<file path="src/rtl/button_conditioner_pkg.sv">
// Shared types for the button conditioner: Up/Down FSM states, the latched
// direction, and the electrical meaning of a button level (active-low).
package button_conditioner_pkg;

  typedef enum logic [2:0] {
    ST_IDLE   = 3'd0,
    ST_FIRST  = 3'd1,
    ST_DELAY  = 3'd2,
    ST_REPEAT = 3'd3,
    ST_LOCK   = 3'd4
  } state_t;

  typedef enum logic {
    DIR_UP   = 1'b0,
    DIR_DOWN = 1'b1
  } dir_t;

  localparam logic PRESSED  = 1'b0;
  localparam logic RELEASED = 1'b1;

endpackage

</file>
<file path="src/rtl/button_conditioner_debounce_channel.sv">
// One button channel: 2-flop synchroniser followed by a stability counter.
// The debounced level flips only after the synchronised sample has differed
// from it for DEBOUNCE_CYCLES consecutive cycles; any agreeing sample restarts
// the count.
module debounce_channel
  import button_conditioner_pkg::*;
#(
  parameter int DEBOUNCE_CYCLES = 50000
) (
  input  logic Clock,
  input  logic Reset,
  input  logic raw,
  output logic level
);

  localparam int CW = $clog2(DEBOUNCE_CYCLES + 1);
  localparam logic [CW-1:0] CNT_ZERO = CW'(0);
  localparam logic [CW-1:0] CNT_ONE  = CW'(1);
  localparam logic [CW-1:0] CNT_LAST = CW'(DEBOUNCE_CYCLES - 1);

  logic          sync1_r;
  logic          sync2_r;
  logic [CW-1:0] cnt_r;
  logic          level_r;

  // Two-flop synchroniser; resets to the released level.
  always_ff @(posedge Clock) begin
    if (!Reset) begin
      sync1_r <= RELEASED;
      sync2_r <= RELEASED;
    end else begin
      sync1_r <= raw;
      sync2_r <= sync1_r;
    end
  end

  // Stability counter; the last differing sample of a full run flips the level.
  always_ff @(posedge Clock) begin
    if (!Reset) begin
      cnt_r   <= CNT_ZERO;
      level_r <= RELEASED;
    end else if (sync2_r == level_r) begin
      cnt_r <= CNT_ZERO;
    end else if (cnt_r >= CNT_LAST) begin
      level_r <= sync2_r;
      cnt_r   <= CNT_ZERO;
    end else begin
      cnt_r <= cnt_r + CNT_ONE;
    end
  end

  assign level = level_r;

endmodule

</file>
<file path="src/rtl/button_conditioner.sv">
// Button conditioner: three debounced channels; Up/Down feed one shared
// FSM producing single-cycle pulses with delayed auto-repeat, Sign is passed
// through as a debounced level.
module button_conditioner
  import button_conditioner_pkg::*;
#(
  parameter int DEBOUNCE_CYCLES = 50000,
  parameter int REPEAT_DELAY    = 25000000,
  parameter int REPEAT_RATE     = 5000000
) (
  input  logic Clock,
  input  logic Reset,
  input  logic Btn_Up,
  input  logic Btn_Down,
  input  logic Btn_Sign,
  output logic Up,
  output logic Down,
  output logic Sign
);

  localparam int DW = $clog2(REPEAT_DELAY + 1);
  localparam int RW = $clog2(REPEAT_RATE + 1);
  localparam logic [DW-1:0] DLY_ZERO = DW'(0);
  localparam logic [DW-1:0] DLY_ONE  = DW'(1);
  localparam logic [DW-1:0] DLY_LAST = DW'(REPEAT_DELAY - 1);
  localparam logic [RW-1:0] RPT_ZERO = RW'(0);
  localparam logic [RW-1:0] RPT_ONE  = RW'(1);
  localparam logic [RW-1:0] RPT_LAST = RW'(REPEAT_RATE - 1);

  logic          up_level_s;
  logic          down_level_s;
  logic          sign_level_s;
  logic          up_p_s;
  logic          down_p_s;
  logic          held_s;
  logic          opp_s;
  state_t        state_r;
  dir_t          dir_r;
  logic [DW-1:0] delay_cnt_r;
  logic [RW-1:0] rate_cnt_r;
  logic          up_r;
  logic          down_r;

  debounce_channel #(.DEBOUNCE_CYCLES(DEBOUNCE_CYCLES)) u_deb_up (
    .Clock(Clock), .Reset(Reset), .raw(Btn_Up), .level(up_level_s)
  );

  debounce_channel #(.DEBOUNCE_CYCLES(DEBOUNCE_CYCLES)) u_deb_down (
    .Clock(Clock), .Reset(Reset), .raw(Btn_Down), .level(down_level_s)
  );

  debounce_channel #(.DEBOUNCE_CYCLES(DEBOUNCE_CYCLES)) u_deb_sign (
    .Clock(Clock), .Reset(Reset), .raw(Btn_Sign), .level(sign_level_s)
  );

  assign up_p_s   = (up_level_s == PRESSED);
  assign down_p_s = (down_level_s == PRESSED);

  // Resolve the latched button and its opposite from the stored direction.
  always_comb begin
    held_s = 1'b0;
    opp_s  = 1'b0;
    if (dir_r == DIR_UP) begin
      held_s = up_p_s;
      opp_s  = down_p_s;
    end else begin
      held_s = down_p_s;
      opp_s  = up_p_s;
    end
  end

  // Up/Down FSM; pulses are registered and raised on entry to the pulse cycle.
  // A conflicting press wins over a release, and a release wins over a due
  // repeat pulse, so no pulse escapes once the latched button is let go.
  always_ff @(posedge Clock) begin
    if (!Reset) begin
      state_r     <= ST_IDLE;
      dir_r       <= DIR_UP;
      delay_cnt_r <= DLY_ZERO;
      rate_cnt_r  <= RPT_ZERO;
      up_r        <= 1'b0;
      down_r      <= 1'b0;
    end else begin
      up_r   <= 1'b0;
      down_r <= 1'b0;
      case (state_r)
        ST_IDLE: begin
          if (up_p_s && down_p_s) begin
            state_r <= ST_LOCK;
          end else if (up_p_s) begin
            dir_r   <= DIR_UP;
            up_r    <= 1'b1;
            state_r <= ST_FIRST;
          end else if (down_p_s) begin
            dir_r   <= DIR_DOWN;
            down_r  <= 1'b1;
            state_r <= ST_FIRST;
          end else begin
            state_r <= ST_IDLE;
          end
        end
        ST_FIRST: begin
          delay_cnt_r <= DLY_ZERO;
          state_r     <= ST_DELAY;
        end
        ST_DELAY: begin
          if (opp_s) begin
            state_r <= ST_LOCK;
          end else if (!held_s) begin
            state_r <= ST_IDLE;
          end else if (delay_cnt_r >= DLY_LAST) begin
            up_r       <= (dir_r == DIR_UP);
            down_r     <= (dir_r == DIR_DOWN);
            rate_cnt_r <= RPT_ZERO;
            state_r    <= ST_REPEAT;
          end else begin
            delay_cnt_r <= delay_cnt_r + DLY_ONE;
          end
        end
        ST_REPEAT: begin
          if (opp_s) begin
            state_r <= ST_LOCK;
          end else if (!held_s) begin
            state_r <= ST_IDLE;
          end else if (rate_cnt_r >= RPT_LAST) begin
            up_r       <= (dir_r == DIR_UP);
            down_r     <= (dir_r == DIR_DOWN);
            rate_cnt_r <= RPT_ZERO;
          end else begin
            rate_cnt_r <= rate_cnt_r + RPT_ONE;
          end
        end
        ST_LOCK: begin
          if (!up_p_s && !down_p_s) begin
            state_r <= ST_IDLE;
          end else begin
            state_r <= ST_LOCK;
          end
        end
        default: begin
          state_r <= ST_IDLE;
        end
      endcase
    end
  end

  assign Up   = up_r;
  assign Down = down_r;
  assign Sign = sign_level_s;

endmodule

</file>
<file path="config.mk">
export PLATFORM = sky130hd
export DESIGN_NAME = button_conditioner
export DESIGN_NICKNAME = d
export VERILOG_FILES = /design/src/rtl/button_conditioner_pkg.sv /design/src/rtl/button_conditioner_debounce_channel.sv /design/src/rtl/button_conditioner.sv
export SDC_FILE = /design/constraint.sdc
export NUM_CORES = 1
export LEC_CHECK = 0
export ABC_AREA = 1
export CAP_MARGIN = 20
export CORE_MARGIN = 2
export CORE_UTILIZATION = 45
export CTS_CLUSTER_DIAMETER = 100
export DETAILED_ROUTE_END_ITERATION = 6
export GPL_ROUTABILITY_DRIVEN = 0
export PLACE_DENSITY = 0.67
export SYNTH_ARGS = -nofsm -noshare
export SYNTH_HDL_FRONTEND = slang
export SYNTH_SLANG_ARGS = --single-unit
export TNS_END_PERCENT = 30
</file>
<file path="constraint.sdc">
create_clock -name Clock -period 2.7 [get_ports Clock]
set_clock_uncertainty 0.1 [all_clocks]
set_input_delay 0.27 -clock Clock [delete_from_list [all_inputs] [get_ports Clock]]
set_output_delay 0.27 -clock Clock [all_outputs]
set_load 0.01 [all_outputs]
</file>
==> flow_metrics.tcl, run 1 <==
set metrics [dict create \
    use_met1 0.261 \
    grt_pass1_vias 5411 \
    routed_wl_um 14000 \
    tns_ns 0 \
    drt_iter0_drc 495 \
    drv_slew 0 \
    path_class "reg -> reg" \
    p_leak_nw 2.63 \
    busiest_layer "met2" \
    core_area_um2 14400 \
    crit_path_end_kind "flop" \
    yosysWarnings 0 \
    layout_commonest_cell "nand2_1" \
    syn_to_final_growth_pct 8.55 \
    synth_top_family_by_area "simple AND/OR/NAND/NOR gates" \
    die_area_um2 15500 \
    hold_viol 0 \
    synth_mux_area_frac 0 \
    synth_xor_area_frac 0.0681 \
    hpwl_um 10200 \
    via_per_inst 4.93 \
    overflow 0 \
    drc 0 \
    ys_seq_elements 111 \
    layout_common_cells "nand2_1 (262), nor2_1 (181), dfxtp_1 (111)" \
    grt_use_total 0.190 \
    fin_crit_ns 2.33 \
    power.density_nw_per_um2 455 \
    synthDistinctLibCells 37 \
    max-slew-margin-rel 0.570 \
    fin_crit_sh 0.864 \
    clk_pin_slew_worst_paths_ns 0.08 \
    cts_sinks 111 \
    crit_fanout 23 \
    num-nets-final 1024 \
    rsz0062_at_grt "false" \
    hold_buffers 0 \
    synth_compound_area_frac 0.0670 \
    routedWlPerCell_um 11.7 \
    yosys.area_share.simple 0.418 \
    cts_resized 0 \
    post_cts_buffers 0 \
    hold_path_class "reg -> reg" \
    clkLatencyLatePin_ns 0.35 \
    start_util 0.456 \
    synth.cell_area_um2 6560 \
    num_antenna_cells 0 \
    use_met3 0.0374 \
    die-height_um 125 \
    ir_worst_vdd_v 0.000283 \
    syn_nets 1022 \
    antenna_found_initial 0 \
    rows 44 \
    synth_cells 1008 \
    avgSynthCellArea_um2 6.50 \
    io_buffers 7 \
    tightestPinTransition_ns 0.644 \
    max_cap_violations 0 \
    ys_seq_area_frac 0.339 \
    synth_adder_area_share 0.0172 \
    drt_first_pass_iters 5 \
    cts_max_level 3 \
    grt_use_met2 0.302 \
    fin_util 0.495 \
    grt_max_degree 28 \
    num_io_pins 8 \
    crit_arrival_ns 2.47 \
    dieWidth_um 125 \
    status "finished clean" \
    via_count 5910 \
    root_buffer "clkbuf_16" \
    grt_pass1_wl_um 25000 \
    cts_buffer_depth 2 \
    finalSetupViolations 0 \
    required_ns 2.83 \
    ant_nets 0 \
    cp-start-kind "flop" \
    drive_above_1_share 0.0906 \
    whs_ns 0.314 \
    cts_buffers 9 \
    cts_tree "yes" \
    clock.fmax_mhz 429 \
]
-- flip-flops by register name (all words and copies together), names as in the netlist, 3 cells and up --
register / cells
u_deb_up.cnt_r: 16
rate_cnt_r: 23
delay_cnt_r: 25
state_r: 3
u_deb_down.cnt_r: 16
u_deb_sign.cnt_r: 16
-- power by group --
group          switching [mW]  internal (mW)  total [mW]
combinational          0.0287         0.0143      0.0430
sequential            0.00257           1.64        1.64
clock                   0.613          0.935        1.55
-- synthesized netlist by cell type --
cell type	n	area, um2
buf_4	3	22.5
buf_2	9	45.0
ha_1	9	113
clkbuf_2	1	5.00
nand4_1	11	68.8
and2_1	1	6.26
nand3_1	88	440
nand3_4	1	17.5
a21oi_2	19	166
o41ai_1	1	8.76
inv_1	111	417
nand2_4	2	22.5
dfxtp_1	111	2220
buf_12	2	40.0
inv_2	4	15.0
nor2_4	1	11.3
nand3_2	5	50.1
nor4_1	6	37.5
nor2_1	181	679
xor2_1	44	385
nor2_2	5	31.3
a21oi_1	32	160
buf_1	1	3.75
or2_2	7	43.8
nand3b_1	5	37.5
a31oi_1	3	18.8
buf_6	1	11.3
clkbuf_1	9	33.8
nor3b_1	5	37.5
o21ai_0	14	70.1
nand2_1	262	983
nor3_2	2	20.0
nand2_2	19	119
nor3_1	23	115
o211ai_1	2	15.0
nand2_8	1	20.0
xnor2_1	7	61.3
-- critical path: stages, from the launching register on --
cell and delay (ns):
dfxtp_1 0.41, ha_1 0.27, nand3_2 0.15, nor2_4 0.19
nand3_2 0.09, nor2_1 0.09, nor2_1 0.07, nand3_4 0.18
nand2_4 0.20, inv_2 0.27, nand2_1 0.08, nand2_1 0.06
nor2_1 0.04
-- path summary, 6_finish.rpt --
check | to | startpoint | slack (ns) | depth (start not counted)
worst max-delay path | rate_cnt_r[16]$_SDFFE_PN0P_ | delay_cnt_r[0]$_SDFFE_PN0P_ | 0.37 | 12
worst min register to register | u_deb_down.sync2_r$_SDFF_PN1_ | u_deb_down.sync1_r$_SDFF_PN1_ | 0.31 | 1
worst max register to register | rate_cnt_r[16]$_SDFFE_PN0P_ | delay_cnt_r[0]$_SDFFE_PN0P_ | 0.37 | 12
worst min-delay path | u_deb_down.sync2_r$_SDFF_PN1_ | u_deb_down.sync1_r$_SDFF_PN1_ | 0.31 | 1
-- cell type report --
cell class                 instances  area (um2)
clock buffer                      11         243
tap                              184         230
inverter                         115         432
fill                            1489        7250
timing repair buffer              17         145
multi-input combinational        756        3740
clock inverter                     5         104
sequential                       111        2220
-- layer usage --
metal | up-vias | part of all wire | wire [um]
met5 | - | 0 | 0
met4 | 0 | 0.013 | 186
met3 | 15 | 0.032 | 452
met2 | 88 | 0.45 | 6310
met1 | 2642 | 0.51 | 7100
li1 | 3165 | - | -
-- through the flow --
stage	power, mW	cell area [um2]	worst slack (ns)	instances
floorplan	1.71	6560	0.834	1008
global placement	1.73	6770	0.467	1183
detailed placement	1.73	6770	0.360	1183
CTS	3.28	7120	0.357	1199
global route	3.35	7120	0.119	1199
finish	3.23	7120	0.368	1199
-- cell families (layout without fill, tap and decap cells) --
logic type | count (synthesis) | count (layout)
AO/OA/AOI/OAI | 71 | 71
XOR/XNOR | 51 | 51
adder cells (fa/ha/maj) | 9 | 9
AND/OR/NAND/NOR | 625 | 625
buffers and inverters | 141 | 148
flip-flops | 111 | 111
Note: power is estimated with default switching activity, not from simulation.
==> run 2, diff against run 1 <==
--- a/config.mk
+++ b/config.mk
@@ -12,6 +12,7 @@
 export CTS_CLUSTER_DIAMETER = 100
 export DETAILED_ROUTE_END_ITERATION = 6
 export GPL_ROUTABILITY_DRIVEN = 0
+export HOLD_SLACK_MARGIN = 0.12
 export PLACE_DENSITY = 0.67
 export SYNTH_ARGS = -nofsm -noshare
 export SYNTH_HDL_FRONTEND = slang
==> results of run 2 <==
Same layout as run 1: the final DEF is identical, and so are final timing and power.
